==> src/rtl/hazard_pkg.sv <==
// rtl/hazard_pkg.sv - shared types and helpers for the hazard control unit
package hazard_pkg;

   typedef enum logic [1:0] {
      RUN        = 2'd0,
      LOAD_STALL = 2'd1,
      MEM_WAIT   = 2'd2
   } hcu_state_t;

   localparam int REG_ZERO  = 0;
   localparam int MAX_REG_W = 8;

   // Callers zero-extend their register indices to MAX_REG_W bits.
   function automatic logic src_match(input logic [MAX_REG_W-1:0] idx,
                                      input logic                 used,
                                      input logic [MAX_REG_W-1:0] dest);
      return used && (idx == dest);
   endfunction

endpackage

==> src/rtl/sat_counter.sv <==
// rtl/sat_counter.sv - saturating up-counter with synchronous clear
// A clear with enable also high restarts the count at 1 instead of 0.
module sat_counter #(
   parameter int W = 8
) (
   input  logic         clk,
   input  logic         clr,
   input  logic         en,
   output logic [W-1:0] count
);

   always_ff @(posedge clk) begin
      if (clr)
         count <= W'(en);
      else if (en && (count != '1))
         count <= count + W'(1);
   end

endmodule

==> src/rtl/hazard_control_unit.sv <==
// rtl/hazard_control_unit.sv - stall/bubble/flush sequencing for the scalar pipeline
module hazard_control_unit
   import hazard_pkg::*;
#(
   parameter int REG_W       = 4,
   parameter int LOAD_STALLS = 1,
   parameter int MEM_TIMEOUT = 255,
   parameter int CNT_W       = 32
) (
   input  logic             clk,
   input  logic             rst,
   input  logic [REG_W-1:0] r2_id,
   input  logic [REG_W-1:0] r3_id,
   input  logic             r2_used_id,
   input  logic             r3_used_id,
   input  logic [REG_W-1:0] dest_ex,
   input  logic             ex_wr_en,
   input  logic             ex_is_load,
   input  logic             mem_req,
   input  logic             mem_ready,
   input  logic             branch_taken_ex,
   output logic             stall_front,
   output logic             stall_back,
   output logic             bubble_ex,
   output logic             bubble_wb,
   output logic             flush_if_id,
   output logic             mem_timeout,
   output logic [CNT_W-1:0] stall_count,
   output logic [1:0]       state_dbg
);

   localparam int              TO_W    = 8;
   localparam logic [TO_W-1:0] TO_LAST = TO_W'(MEM_TIMEOUT - 1);

   hcu_state_t       state, state_next;
   logic [2:0]       lcnt, lcnt_next;
   logic [TO_W-1:0]  tcnt;
   logic [CNT_W-1:0] scnt;
   logic             timeout_flag, timeout_set;
   logic             tcnt_clr, tcnt_en, run_eval;
   logic             hazard, memwait;
   logic             sf, sb, bex, bwb, fl;

   assign memwait = mem_req & ~mem_ready;
   assign hazard  = ex_is_load & ex_wr_en & (dest_ex != REG_W'(REG_ZERO)) &
                    (src_match(MAX_REG_W'(r2_id), r2_used_id, MAX_REG_W'(dest_ex)) |
                     src_match(MAX_REG_W'(r3_id), r3_used_id, MAX_REG_W'(dest_ex)));

   always_comb begin
      state_next  = state;
      lcnt_next   = lcnt;
      sf          = 1'b0;
      sb          = 1'b0;
      bex         = 1'b0;
      bwb         = 1'b0;
      fl          = 1'b0;
      timeout_set = 1'b0;
      tcnt_clr    = 1'b1;
      tcnt_en     = 1'b0;
      run_eval    = 1'b0;

      case (state)
         LOAD_STALL: begin
            if (memwait) begin
               run_eval = 1'b1;
            end else begin
               sf  = 1'b1;
               bex = 1'b1;
               if (lcnt <= 3'd1)
                  state_next = RUN;
               else
                  lcnt_next = lcnt - 3'd1;
            end
         end
         MEM_WAIT: begin
            if (memwait) begin
               sf       = 1'b1;
               sb       = 1'b1;
               bwb      = 1'b1;
               tcnt_clr = 1'b0;
               tcnt_en  = 1'b1;
               if (tcnt >= TO_LAST) begin
                  timeout_set = 1'b1;
                  state_next  = RUN;
               end
            end else begin
               run_eval = 1'b1;
            end
         end
         default: run_eval = 1'b1;
      endcase

      // RUN decisions, also used for the release cycle of MEM_WAIT.
      if (run_eval) begin
         state_next = RUN;
         if (memwait) begin
            sf         = 1'b1;
            sb         = 1'b1;
            bwb        = 1'b1;
            tcnt_en    = 1'b1;
            state_next = MEM_WAIT;
         end else if (branch_taken_ex) begin
            fl  = 1'b1;
            bex = 1'b1;
         end else if (hazard) begin
            sf  = 1'b1;
            bex = 1'b1;
            if (LOAD_STALLS > 1) begin
               state_next = LOAD_STALL;
               lcnt_next  = 3'(LOAD_STALLS - 1);
            end
         end
      end
   end

   always_ff @(posedge clk) begin
      if (rst) begin
         state        <= RUN;
         lcnt         <= '0;
         timeout_flag <= 1'b0;
      end else begin
         state <= state_next;
         lcnt  <= lcnt_next;
         if (timeout_set)
            timeout_flag <= 1'b1;
      end
   end

   sat_counter #(.W(TO_W)) u_timeout_cnt (
      .clk   (clk),
      .clr   (tcnt_clr | rst),
      .en    (tcnt_en & ~rst),
      .count (tcnt)
   );

   sat_counter #(.W(CNT_W)) u_stall_cnt (
      .clk   (clk),
      .clr   (rst),
      .en    (stall_front),
      .count (scnt)
   );

   assign stall_front = sf  & ~rst;
   assign stall_back  = sb  & ~rst;
   assign bubble_ex   = bex & ~rst;
   assign bubble_wb   = bwb & ~rst;
   assign flush_if_id = fl  & ~rst;
   assign mem_timeout = timeout_flag & ~rst;
   assign stall_count = rst ? '0 : scnt;
   assign state_dbg   = rst ? 2'd0 : state;

endmodule

==> config.mk <==
export PLATFORM = sky130hd
export DESIGN_NAME = hazard_control_unit
export DESIGN_NICKNAME = d
export VERILOG_FILES = /design/src/rtl/hazard_pkg.sv /design/src/rtl/sat_counter.sv /design/src/rtl/hazard_control_unit.sv
export SDC_FILE = /design/constraint.sdc
export NUM_CORES = 1
export LEC_CHECK = 0
export CAP_MARGIN = 20
export CORE_ASPECT_RATIO = 1.1
export CORE_MARGIN = 2
export CORE_UTILIZATION = 30
export CTS_CLUSTER_SIZE = 24
export DETAILED_ROUTE_END_ITERATION = 10
export PLACE_DENSITY = 0.56
export SYNTH_ARGS = -nofsm -noshare
export SYNTH_HDL_FRONTEND = slang
export SYNTH_SLANG_ARGS = --single-unit
==> constraint.sdc <==
create_clock -name clk -period 2.9 [get_ports clk]
set_input_delay 0.58 -clock clk [delete_from_list [all_inputs] [get_ports clk]]
set_output_delay 0.58 -clock clk [all_outputs]
set_load 0.03 [all_outputs]
# Word-level counts from Yosys, hierarchy flattened

Index checks and enable logic that the tools add are counted.

Flip-flop bits (word level): 46
Latch bits: 0
Memory bits (writable): 0
Memory bits (read-only): 0
Bits of input ports: 21
Output and inout port bits: 40
Logic and storage cells: 83
Memories kept: 0

Add/sub/neg operators: 3
$mul: 0
Divide/modulo/power cells: 0
Order comparisons: 2
Equality and inequality tests: 10
Shift operators: 0
Multiplexer cells: 36
Bitwise operators: 15
Reductions and logical operators: 10

Operators by type and width:

| operator                                                                          | count |
|---|---|
| 32-bit by 1-bit adder with 32-bit output (second input constant)                  | 1 |
| 32-bit 2-to-1 mux                                                                 | 1 |
| 32-bit != test (second input constant)                                            | 1 |
| 1-bit 2-to-1 mux                                                                  | 25 |
| 2-bit 2-to-1 mux                                                                  | 7 |
| 3-bit != test (second input constant)                                             | 4 |
| 1-bit AND                                                                         | 9 |
| 8-bit by 1-bit adder with 8-bit output (second input constant)                    | 1 |
| 4-bit equality test                                                               | 2 |
| 8-bit >= comparator (second input constant)                                       | 1 |
| 8-bit != test (second input constant)                                             | 1 |
| 5-bit AND reduction                                                               | 1 |
| 1-bit logical AND                                                                 | 4 |
| 1-bit inverter                                                                    | 4 |
| 1-bit case mux with 2 select lines                                                | 2 |
| 2-bit case mux with 2 select lines                                                | 1 |
| 2-bit nonzero test                                                                | 2 |
| 4-bit nonzero test                                                                | 1 |
| 3-bit by 1-bit less-or-equal comparator with 1-bit output (second input constant) | 1 |
| 3-bit AND reduction                                                               | 1 |
| 3-bit nonzero test                                                                | 1 |
| 3-bit by 1-bit subtractor with 3-bit output (second input constant)               | 1 |
| 2-bit by 1-bit equality test with 1-bit output (second input constant)            | 1 |
| 2-bit equality test (second input constant)                                       | 1 |
| 1-bit OR                                                                          | 2 |

# Longest topological paths before layout

Gate-level depths: netlist (run 1).

Depth in word-level cells: 12
Gate-level depth with buffers: 10
Depth with buffers taken out: 8

# Modules after synthesis

A second synthesis (run 1) with hierarchy kept.

Cell total of the unflattened synthesis: 321
Area, all modules: 2612.5 um^2

Modules (own cells, without submodules):

| module                      | times used | cells each | area each (um^2) | seq. area each (um^2) |
|---|---|---|---|---|
| sat_counter (u_stall_cnt)   | 1          | 201        | 1710.4           | 650.6 |
| hazard_control_unit         | 1          | 73         | 478.0            | 40.0 |
| sat_counter (u_timeout_cnt) | 1          | 47         | 424.2            | 170.2 |

# Worst setup path after synthesis (run 1)

Ideal clock, no wire load.

Path kind: input to output
Start: input port dest_ex[0]
End: output port stall_front
Arrival: 1.727 ns
Required time: 2.320 ns
Path slack: 0.593 ns
Stages: 5
Buffers on the path: 0
Cells stage by stage: nor4_1 > nor2_1 > and4_1 > o21ai_0 > nand2_1

Longest elaborated chain between the ends: 9
Elaborated cells on any way between the ends: 13
Those cells by class: eq/ne (2); mux (4); bitwise (4); reduce/logical (3)

Ends and longest elaborated chain:

| what                 | RTL line                   | text |
|---|---|---|
| start: declaration   | hazard_control_unit.sv:16  | `input logic [REG_W-1:0] dest_ex,` |
| 4-bit equality test  | hazard_pkg.sv:17           | `return used && (idx == dest);` |
| 1-bit logical AND    | hazard_pkg.sv:17           |  |
| 1-bit OR             | hazard_control_unit.sv:46  | `(src_match(MAX_REG_W'(r2_id), r2_used_id, MAX_REG_W'(dest_ex)) \|` |
| 1-bit AND (*)        | hazard_control_unit.sv:45  | `assign hazard = ex_is_load & ex_wr_en & (dest_ex != REG_W'(REG_ZERO)) &` |
| 1-bit 2-to-1 mux (*) | hazard_control_unit.sv:105 | `end else if (hazard) begin` |
| 1-bit 2-to-1 mux (*) | hazard_control_unit.sv:102 | `end else if (branch_taken_ex) begin` |
| 1-bit 2-to-1 mux (*) | hazard_control_unit.sv:96  | `if (memwait) begin` |
| 1-bit 2-to-1 mux (*) | hazard_control_unit.sv:94  | `if (run_eval) begin` |
| 1-bit AND (*)        | hazard_control_unit.sv:143 | `assign stall_front = sf & ~rst;` |
| end: declaration     | hazard_control_unit.sv:22  | `output logic stall_front,` |

Mark *: on every way between the ends. The rest lies on a longest branch, timed or not.

# Worst setup path in the final report (run 1)

Same ends and word-level chain as after synthesis.

==> metrics.txt, run 1 <==
gr ovfl total 0; critical path data arrival time about 2.2 ns; port bufs between 50 and 60; DRT Pass-1 Iters 4; Leakage roughly 1.1 nW; Die W 90.1 um; Comb power frac 0.109; H-tree lvl count 2; drt drc 0; Worst setup SP type input port; max incr delay on CP 0.47 ns; share of the synthesized area in the top cell type 0.327; Fin. Hold Viols 0; Ys Warns 0; Area Growth Syn to Fin 33.6%; initial drt markers 88; Crit. End Element primary output; Bufs on Longest Clock Path 2; via count 2256; Post-DP HPWL 4.43 mm; unique cell type count in the Yosys netlist 42; area leader, netlist dfxtp_1; VDD IR max 170 uV; WP depth 8; Switching Fraction 0.235; main combinational cell family by area after synthesis simple AND/OR/NAND/NOR gates; ANT cells 0; R2R Setup Slk 0.49 ns; max-slew violations 0; r2r startpoint u_stall_cnt.count[0]; total power 1.05 mW; Initial Util 0.309; core outline area a little under 8000 sq um; top layer in use met4; critical path's slowest cell clkdlybuf4s50_1; Worst Path Max Fanout 3; f_max ~360 MHz; Post-Syn Instances 299; Final min period 2.77 ns; metal3 WL 321 um; Cell Area, Synth 2450 sq um; Crit Path Class input port to primary output; initial antenna violation count 0; most frequent CP cell buf_4; CTS tree yes; hold depth 2; Reg clk slew, reported paths around 0.070 ns; # rows 34; most frequent cells in the layout clkdlybuf4s50_1 (56), nor2_1 (40), dfxtp_1 (40); Antenna Nets Post-Route 0; share of post-route cells with drive strength above 1 0.102; CP Cell Sequence clkdlybuf4s50_1 -> nor4_1 -> nor2_1 -> and4_1 -> buf_4 -> o21ai_1 -> nand2_1 -> buf_4; GP Congestion 0.791; vias in the first global route 2265; hold_sp u_timeout_cnt.count[5]; Worst Path Buf+Inv 3; commonest non-fill, non-tap cell in the layout clkdlybuf4s50_1; Met1 Wirelength 2.71 mm; Clk pwr share 0.335; largest net degree at the start of global routing 25; P_int 0.805 mW; final setup violation count 0; RSZ-0062 raised after global routing false; Hold Crit Endpoint u_timeout_cnt.count[5]; pwr/cell area 322 nW/um^2; Die H ~99 um; Synth area leaders dfxtp_1 (33%), nor2b_1 (7.4%), xnor2_1 (6.4%); gr usage total 0.138; CTS root buffer clkbuf_8; final net count slightly below 400; reg2reg path depth 8; via density per instance 4.79; FF+latch count, synth 42; xor and xnor area share after synthesis 0.100; syn_area_per_cell 8.19 sq um; status finished, final reports clean; Post-Syn Nets 323; post-synthesis sequential area ratio 0.352; I/O pin cnt 61; adder-cell share of the synthesized area 0.0153; pre-CTS setup slack -0.169 ns; fin worst setup slack about 0.13 ns; # clock sinks 42; drt total wl a little under 6 mm; first-pass GRT wire length 10.4 mm; Synth Area in Compound Gates 0.0598; die footprint between 8000 and 9000 sq um; Avg WL per Cell 12.3 um; Met2 Routed Length 2.68 mm; Req. time, crit path around 2.3 ns; TritonCTS Buffers 5; Worst-Skew Late Latency 0.29 ns; FF-to-FF End u_stall_cnt.count[17]; Switch Pwr between 0.2 and 0.25 mW; mux contribution to synthesized area 0.0368; Min-Delay Path Class flip-flop to flip-flop; post-synthesis simple-gate area fraction 0.386; Seq pwr share 0.557; fin crit share 0.955; crit-path leading delay family buffers and inverters; max-cap viol count 0; Worst Skew approximately 0.0027 ns
per-layer routing:
metal  vias up  track usage
met5         -            0
met4         0       0.0367
met3         8       0.0352
met2        57        0.228
met1      1039        0.180
li1       1152            -
tightest hold or removal path, delay by kind of cell, from the launching register on:
kind           cells  cell delay, ns
flip-flops         1            0.32
AO/OA/AOI/OAI      2            0.13
what timing repair did:
item | CTS | global route
resized for setup | 1 | 3
hold buffers | 0 | 0
cloned | 0 | 0
setup buffers | 0 | 0
endpoints found under the setup margin | 1 | 2
stage by stage:
| stage | area [sq um] | cells | TNS, ns | utilization | hold slack, ns |
|---|---|---|---|---|---|
| 2_1_floorplan | 2450 | 299 | 0 | - | 0.454 |
| 3_3_place_gp | 3200 | 464 | -0.309 | 0.404 | 0.470 |
| 3_5_place_dp | 3200 | 464 | -0.378 | 0.404 | 0.477 |
| 4_1_cts | 3270 | 471 | 0 | 0.414 | 0.488 |
| 5_1_grt | 3270 | 471 | 0 | 0.413 | 0.540 |
| 6_report | 3270 | 471 | 0 | 0.413 | 0.488 |
registers in the layout, summed over array words and instances (netlist names):
name	cells
state	1
timeout_flag	1
u_timeout_cnt.count	8
u_stall_cnt.count	32
synth_stat cells, drive strengths merged:
master,count
ha,3
mux2,8
nand2b,3
o21ai,10
nand2,25
edfxtp,2
nor2b,29
conb,1
and2,3
o211ai,1
inv,8
clkinv,1
and3,7
a21oi,7
and4,5
xnor2,18
o21bai,1
clkbuf,10
dfxtp,40
nand3,13
o31a,1
or3,3
buf,6
nor3,6
nand4,12
nor4,12
xor2,10
nand3b,1
or2,3
a211oi,4
nor2,40
nor4b,1
o31ai,1
or4,4
kinds of logic (layout without fill, tap and decap cells):
logic type      count (synthesis)  in the layout
simple gates                  167            167
flops                          42             42
buf+inv                        25             89
fa+ha+maj                       3              3
other cells                     1              1
compound gates                 25             25
mux                             8              8
xor+xnor                       28             28
layout make-up:
class / count / area [sq um]
Inverter: 9 / 33.8
Sequential cell: 42 / 861
Multi-Input combinational cell: 232 / 1470
Timing Repair Buffer: 73 / 696
Tap cell: 108 / 135
Clock buffer: 7 / 76.3
Fill cell: 846 / 4640
how the worst max path moves through the flow:
stage | from | to
CTS | dest_ex[0] | stall_front
finish | dest_ex[0] | stall_front
detailed placement | dest_ex[0] | bubble_ex
global route | dest_ex[0] | stall_front
floorplan | dest_ex[0] | stall_front
global placement | dest_ex[0] | bubble_ex
power groups by stage:
stage / registers [mW] / logic, mW / clock network, mW
floorplan: 0.599 / 0.0587 / 0
global placement: 0.599 / 0.116 / 0
detailed placement: 0.600 / 0.117 / 0
CTS: 0.586 / 0.117 / 0.371
global route: 0.587 / 0.125 / 0.389
finish: 0.586 / 0.114 / 0.352
Note: power is estimated with default switching activity, not from simulation.
==> run 2, diff against run 1 <==
--- a/config.mk
+++ b/config.mk
@@ -12,6 +12,7 @@
 export CTS_CLUSTER_SIZE = 24
 export DETAILED_ROUTE_END_ITERATION = 10
 export PLACE_DENSITY = 0.56
+export SKIP_LAST_GASP = 1
 export SYNTH_ARGS = -nofsm -noshare
 export SYNTH_HDL_FRONTEND = slang
 export SYNTH_SLANG_ARGS = --single-unit
==> results of run 2 <==
The final DEF is identical to that of run 1; final timing and power are the same.
